`src/rtl/reg64_serializer_pkg.sv`:
```
// Shared definitions for the 64-bit word serializer: word width, FSM encoding
// and the chunk-count helper used to size the chunk counter.
package reg64_serializer_pkg;

  localparam int WORD_W = 64;

  typedef enum logic {
    IDLE  = 1'b0,
    SHIFT = 1'b1
  } state_e;

  function automatic int num_chunks(input int chunk_w);
    return WORD_W / chunk_w;
  endfunction

endpackage

```
`src/rtl/reg64_serializer_if.sv`:
```
// Word-in / chunk-out valid-ready bundle. master = word source plus chunk sink,
// slave = the serializer.
interface reg64_serializer_if #(
  parameter int CHUNK_W = 8
);
  logic                                      in_valid;
  logic                                      in_ready;
  logic [reg64_serializer_pkg::WORD_W-1:0]   in_data;
  logic                                      out_valid;
  logic                                      out_ready;
  logic [CHUNK_W-1:0]                        out_data;
  logic                                      out_last;
  logic                                      busy;

  modport master (
    output in_valid, in_data, out_ready,
    input  in_ready, out_valid, out_data, out_last, busy
  );

  modport slave (
    input  in_valid, in_data, out_ready,
    output in_ready, out_valid, out_data, out_last, busy
  );
endinterface

```
`src/rtl/reg64_serializer.sv`:
```
// Parallel-to-serial unloader: takes one 64-bit word and emits it as
// 64/CHUNK_W chunks, reloading on the final chunk so words stream gap-free.
module reg64_serializer
  import reg64_serializer_pkg::*;
#(
  parameter int CHUNK_W   = 8,
  parameter bit MSB_FIRST = 1'b0
) (
  input logic               clk,
  input logic               reset,
  reg64_serializer_if.slave bus
);

  localparam int NUM_CHUNKS = num_chunks(CHUNK_W);
  localparam int CNT_W      = (NUM_CHUNKS > 1) ? $clog2(NUM_CHUNKS) : 1;
  localparam logic [CNT_W-1:0] LAST_CNT = CNT_W'(NUM_CHUNKS - 1);

  if (!(CHUNK_W inside {1, 2, 4, 8, 16, 32, 64})) begin : g_bad_chunk_w
    $error("reg64_serializer: CHUNK_W=%0d is not a power of two dividing 64", CHUNK_W);
  end

  state_e            state, state_nxt;
  logic [WORD_W-1:0] sreg, sreg_nxt, shifted;
  logic [CNT_W-1:0]  cnt, cnt_nxt;
  logic              last, out_xfer;

  // Next register image after one chunk leaves; vacated bits fill with zero.
  if (CHUNK_W == WORD_W) begin : g_shift_full
    assign shifted = '0;
  end else if (MSB_FIRST) begin : g_shift_left
    assign shifted = {sreg[WORD_W-CHUNK_W-1:0], {CHUNK_W{1'b0}}};
  end else begin : g_shift_right
    assign shifted = {{CHUNK_W{1'b0}}, sreg[WORD_W-1:CHUNK_W]};
  end

  assign last     = (state == SHIFT) && (cnt == LAST_CNT);
  assign out_xfer = (state == SHIFT) && bus.out_ready;

  // The only out_ready -> in_ready path: the final chunk leaving frees the register.
  assign bus.in_ready  = (state == IDLE) || (out_xfer && last);
  assign bus.out_valid = (state == SHIFT);
  assign bus.busy      = (state == SHIFT);
  assign bus.out_last  = last;
  assign bus.out_data  = MSB_FIRST ? sreg[WORD_W-1 -: CHUNK_W] : sreg[CHUNK_W-1:0];

  always_ff @(posedge clk or negedge reset) begin
    if (!reset) begin
      state <= IDLE;
      sreg  <= '0;
      cnt   <= '0;
    end else begin
      state <= state_nxt;
      sreg  <= sreg_nxt;
      cnt   <= cnt_nxt;
    end
  end

  always_comb begin
    state_nxt = state;
    sreg_nxt  = sreg;
    cnt_nxt   = cnt;
    unique case (state)
      IDLE: begin
        if (bus.in_valid) begin
          state_nxt = SHIFT;
          sreg_nxt  = bus.in_data;
          cnt_nxt   = '0;
        end
      end
      SHIFT: begin
        if (out_xfer) begin
          if (!last) begin
            sreg_nxt = shifted;
            cnt_nxt  = cnt + 1'b1;
          end else if (bus.in_valid) begin
            sreg_nxt = bus.in_data;
            cnt_nxt  = '0;
          end else begin
            state_nxt = IDLE;
            sreg_nxt  = '0;
            cnt_nxt   = '0;
          end
        end
      end
      default: state_nxt = IDLE;
    endcase
  end

endmodule

```
`src/flat_wrapper.sv`:
```
// flat-port wrapper written by rule: the top's interface ports become plain ports
module reg64_serializer_flat import reg64_serializer_pkg::*;
#(
  parameter int CHUNK_W   = 8,
  parameter bit MSB_FIRST = 1'b0
)
  (clk, reset, bus_in_valid, bus_in_data, bus_out_ready, bus_in_ready, bus_out_valid, bus_out_data, bus_out_last, bus_busy);
  reg64_serializer_if #(.CHUNK_W(CHUNK_W)) bus_i ();
  input logic clk;
  input logic reset;
  input wire logic [$bits(bus_i.in_valid)-1:0] bus_in_valid;
  input wire logic [$bits(bus_i.in_data)-1:0] bus_in_data;
  input wire logic [$bits(bus_i.out_ready)-1:0] bus_out_ready;
  output wire logic [$bits(bus_i.in_ready)-1:0] bus_in_ready;
  output wire logic [$bits(bus_i.out_valid)-1:0] bus_out_valid;
  output wire logic [$bits(bus_i.out_data)-1:0] bus_out_data;
  output wire logic [$bits(bus_i.out_last)-1:0] bus_out_last;
  output wire logic [$bits(bus_i.busy)-1:0] bus_busy;
  assign bus_i.in_valid = bus_in_valid;
  assign bus_i.in_data = bus_in_data;
  assign bus_i.out_ready = bus_out_ready;
  assign bus_in_ready = bus_i.in_ready;
  assign bus_out_valid = bus_i.out_valid;
  assign bus_out_data = bus_i.out_data;
  assign bus_out_last = bus_i.out_last;
  assign bus_busy = bus_i.busy;
  reg64_serializer #(.CHUNK_W(CHUNK_W), .MSB_FIRST(MSB_FIRST)) u_core (.clk(clk), .reset(reset), .bus(bus_i));
endmodule
```
`config.mk`:
```
export PLATFORM = sky130hd
export DESIGN_NAME = reg64_serializer_flat
export DESIGN_NICKNAME = d
export VERILOG_FILES = /design/src/rtl/reg64_serializer_pkg.sv /design/src/rtl/reg64_serializer_if.sv /design/src/rtl/reg64_serializer.sv /design/src/flat_wrapper.sv
export SDC_FILE = /design/constraint.sdc
export NUM_CORES = 1
export LEC_CHECK = 0
export CORE_MARGIN = 2
export CORE_UTILIZATION = 28
export DETAILED_ROUTE_END_ITERATION = 16
export PLACE_DENSITY = 0.61
export SETUP_SLACK_MARGIN = 0.1
export SKIP_CTS_REPAIR_TIMING = 1
export SYNTH_ARGS = -nofsm -noshare
export SYNTH_HDL_FRONTEND = slang
export SYNTH_SLANG_ARGS = --single-unit
```
`constraint.sdc`:
```
create_clock -name clk -period 2.4 [get_ports clk]
set_input_delay 0.36 -clock clk [delete_from_list [all_inputs] [get_ports clk]]
set_output_delay 0.36 -clock clk [all_outputs]
set_load 0.02 [all_outputs]
```
# Word level (Yosys, flattened, before mapping)
# Cells that the tools add are included.
# Widths: inputs -> output; s select.
# totals
word_cells	26
output_inout_bits	12
regBits	68
input_bits	68
# op_classes
mux	13
n_reduce_logical	5
bitwise_logic	1
n_eq_ne	3
add_sub_neg	1
# op_table
cell	n
$mux 64	4
$pmux 64 s2	1
$mux 3	3
$pmux 3 s2	1
$ne 2x2->1 const B	2
$add 3x1->3 const B	1
$eq 3x3->1 const B	1
$logic_and 1x1->1	3
$mux 1	3
$pmux 1 s2	1
$reduce_and 2->1	1
$logic_or 1x1->1	1
$not 1->1	1

# Longest topological paths before layout
# depth
word_depth	5
depth_mapped	8
ltp_nobuf	5

# Least setup slack after synthesis
# No wires, ideal clock.
# synth_timing
path_type	register to register
from	register u_core.cnt[0]
to	register u_core.sreg[0]
path_slack_ps	699
setup_ps	124
n_path_buf	2
arrival_ps	1577
path_stages_with_launch	8
cell_sequence	dfrtp_1 ha_1 ha_1 a21bo_2 buf_6 buf_6 a221oi_2 nor2_1
# synth_between
elab_chain_cells	5
# synth_lines
element	line	source
start: declaration	reg64_serializer.sv:24	logic [CNT_W-1:0] cnt, cnt_nxt;
start signal: assignment	reg64_serializer.sv:54	cnt <= cnt_nxt;
$eq 3x3->1	reg64_serializer.sv:36	assign last = (state == SHIFT) && (cnt == LAST_CNT);
$logic_and 1x1->1	reg64_serializer.sv:36	
$mux 64	reg64_serializer.sv:72	if (!last) begin
$mux 64	reg64_serializer.sv:71	if (out_xfer) begin
$pmux 64 s2	reg64_serializer.sv:62	unique case (state)
end signal: assignment	reg64_serializer.sv:53	sreg <= sreg_nxt;
end: declaration	reg64_serializer.sv:23	logic [WORD_W-1:0] sreg, sreg_nxt, shifted;
# Every way passes these cells. The select of a mux whose other input is x is not followed.
# A chain may end at the register's enable or synchronous reset.

# Final worst setup path
# layout_timing
from	register u_core.cnt[0]
to	output port bus_out_last
# layout_between
elab_chain_cells	2
# layout_lines
element	line	source
$eq 3x3->1	reg64_serializer.sv:36	
$logic_and 1x1->1	reg64_serializer.sv:36	
end: declaration	flat_wrapper.sv:17	output wire logic [$bits(bus_i.out_last)-1:0] bus_out_last;
# Every way passes these cells.

==> flow_metrics.env <==
export IMPL_status="finished, final reports clean"
export IMPL_ys_top_cells_by_count="nor2_1, dfrtp_1, a221oi_2"
export IMPL_path_cells="ha_1 > ha_2 > and2_1 > clkdlybuf4s50_1"
export IMPL_gp_congestion=0.739
export IMPL_ys_types=19
export IMPL_finalPower_mw=4.28
export IMPL_core_area_um2=11500
export IMPL_grt_antenna_before_repair=0
export IMPL_cts_tree="yes"
export IMPL_slowest_stage="clkdlybuf4s50_1"
export IMPL_grt_util_met3_pct=3.83
export IMPL_cp_arrival_ps=1870
export IMPL_drive_gt1_share_pct=18.6
export IMPL_fin_crit_ps=2230
export IMPL_overflow=0
export IMPL_top_usage_layer="met2"
export IMPL_hold_viol=0
export IMPL_synthTopCellsByArea="dfrtp_1, a221oi_2, nor2_1"
export IMPL_wirelength_mm=8.07
export IMPL_fill_cells=1147
export IMPL_synthCells=296
export IMPL_leakagePower_nw=1.74
export IMPL_setup_viol=0
export IMPL_die_h_um=112
export IMPL_worstHoldPathType="in -> async"
export IMPL_worstMarginPinSlew_ps=886
export IMPL_yosysMostFrequentCell="nor2_1"
export IMPL_numCtsBuffers=9
export IMPL_fp_dieW_um=112
export IMPL_synth_seq_cells=68
export IMPL_critPathMaxFanout=4
export IMPL_synth_top_cell_area_share_pct=51.6
export IMPL_drtIter0Drc=195
export IMPL_grt_usage_pct=13.3
export IMPL_p_per_area_nw_per_um2=968
export IMPL_viasPerCell=4.93
export IMPL_rows=39
export IMPL_wire_per_inst_um=16.0
export IMPL_cp_end_kind="output pin"
export IMPL_drcViolationCount=0
export IMPL_critPathKind="reg -> out"
export IMPL_htree_levels=3
export IMPL_cts_path_max_buffers=2
export IMPL_maxSlewViolCount=0
export IMPL_worst_path_largest_cell_delay_ps=600
export IMPL_diodes=0
export IMPL_synth_top_area_cell="dfrtp_1"
export IMPL_start_util_pct=28.7
export IMPL_die_area_um2=12700
export IMPL_synth_seq_area_share_pct=51.6
export IMPL_area_growth_pct=34.1
export IMPL_critPathTopFamily="buffers and inverters"
export IMPL_vdd_ir_drop_max_v=0.000502
export IMPL_vias=2483
export IMPL_cts_reportedPaths_clkPinSlew_ps=60
export IMPL_synthFlopType="dfrtp_1"
export IMPL_grt_use_met1_pct=18.4
export IMPL_syn_area_um2=3300
export IMPL_grt_pass1_vias=2556
export IMPL_postRouteAntennaNets=0
export IMPL_hpwl_mm=5.18
export IMPL_grt_max_degree=69
export IMPL_synth_avg_cell_area_um2=11.1
export IMPL_fin_crit_sh_pct=92.8
export IMPL_synth_warnings=0
export IMPL_critPathBufInv=1
export IMPL_fin_tns_setup_ps=0
export IMPL_skew_ps=8.02
export IMPL_grt_pass1_wl_mm=13.4
export IMPL_clock_sinks=68
export IMPL_max_freq_mhz=449
export IMPL_synth_nets=366
export IMPL_use_met2_pct=20.9
export IMPL_worst_ep_required_time_ps=2040
export IMPL_worstSkewPairLatency_ps=320
export IMPL_drv_cap=0
export IMPL_pin_count=80
export IMPL_rsz0062_at_grt="no"
export IMPL_nets=426
export IMPL_dr_pass1_iters=5
export IMPL_setup_worst_path_start_class="flip-flop"
export IMPL_port_buffer_count=79
export IMPL_cts_root_buffer="clkbuf_16"
export IMPL_synth_edf_count=0
export IMPL_synthArstFlopShare_pct=100
export IMPL_slew_headroom_pct=41.0
export IMPL_fin_util_pct=38.5
## area by class of cell
cell class              instances  area (um^2)  area share (%)
multi-input cells             192         1380            31.3
clock buffers                  11          243            5.49
well taps                     143          179            4.05
repair buffers                 85          886            20.1
clock inverters                 5         27.5           0.623
flip-flops and latches         68         1700            38.5
## through the flow
step           setup slack [ps]  cell area [um^2]  std cells  hold WS, ps
2_1_floorplan               699              3300        296         64.4
3_3_place_gp                310              4140        488          478
4_1_cts                    93.0              4410        504          204
6_report                    174              4420        504          163
5_1_grt                     126              4420        504          235
3_5_place_dp                302              4140        488          488
## registers in the layout (all words and copies together), names as in the netlist
| signal | count |
|---|---|
| u_core.cnt | 3 |
| u_core.sreg | 64 |
| u_core.bus.busy | 1 |
## kinds of logic (layout without fill, tap and decap cells)
family,Yosys count,count (layout),synth area share (%)
buffers and inverters,36,101,7.33
multiplexers,2,2,0.645
AO/OA/AOI/OAI,68,68,25.7
flip-flops,68,68,51.6
adder cells (fa/ha/maj),2,2,0.759
AND/OR/NAND/NOR,120,120,14.0
## final timing paths
path / start / to / slack, ps / depth (start not counted)
max: u_core.cnt[0]$_DFFE_PN0P_ / bus_out_last / 170 / 4
min: reset / u_core.sreg[3]$_DFFE_PN0P_ / 160 / 1
max reg2reg: u_core.cnt[0]$_DFFE_PN0P_ / u_core.sreg[12]$_DFFE_PN0P_ / 470 / 6
min reg2reg: u_core.sreg[53]$_DFFE_PN0P_ / u_core.sreg[53]$_DFFE_PN0P_ / 500 / 2
max in group asynchronous: reset / u_core.sreg[40]$_DFFE_PN0P_ / 1660 / 1
min in group clk: u_core.sreg[53]$_DFFE_PN0P_ / u_core.sreg[53]$_DFFE_PN0P_ / 500 / 2
## layer usage
| metal | routed length (um) | part of all wire (%) |
|---|---|---|
| met5 | 0 | 0 |
| met4 | 51 | 0.63 |
| met3 | 464 | 5.7 |
| met2 | 3700 | 46 |
| met1 | 3860 | 48 |
## cells in the final DEF, fill, tap and decap left out, drive strengths merged
master,count
a21bo,1
a221oi,56
a22o,8
a32o,2
and2,2
buf,7
clkbuf,11
clkdlybuf4s50,77
clkinv,4
clkinvlp,1
dfrtp,68
dlymetal6s2s,1
ha,2
mux2,1
mux2i,1
nand2,4
nand2b,1
nor2,112
nor2b,1
o21ai,1
## power by group
group	leakage, nW	total, mW	internal, mW	switching (mW)
sequential	0.780	1.82	1.54	0.280
combinational	0.829	1.28	0.642	0.636
clock	0.135	1.18	0.719	0.462
total	1.74	4.28	2.90	1.38
Note: power is estimated with default switching activity, not from simulation.
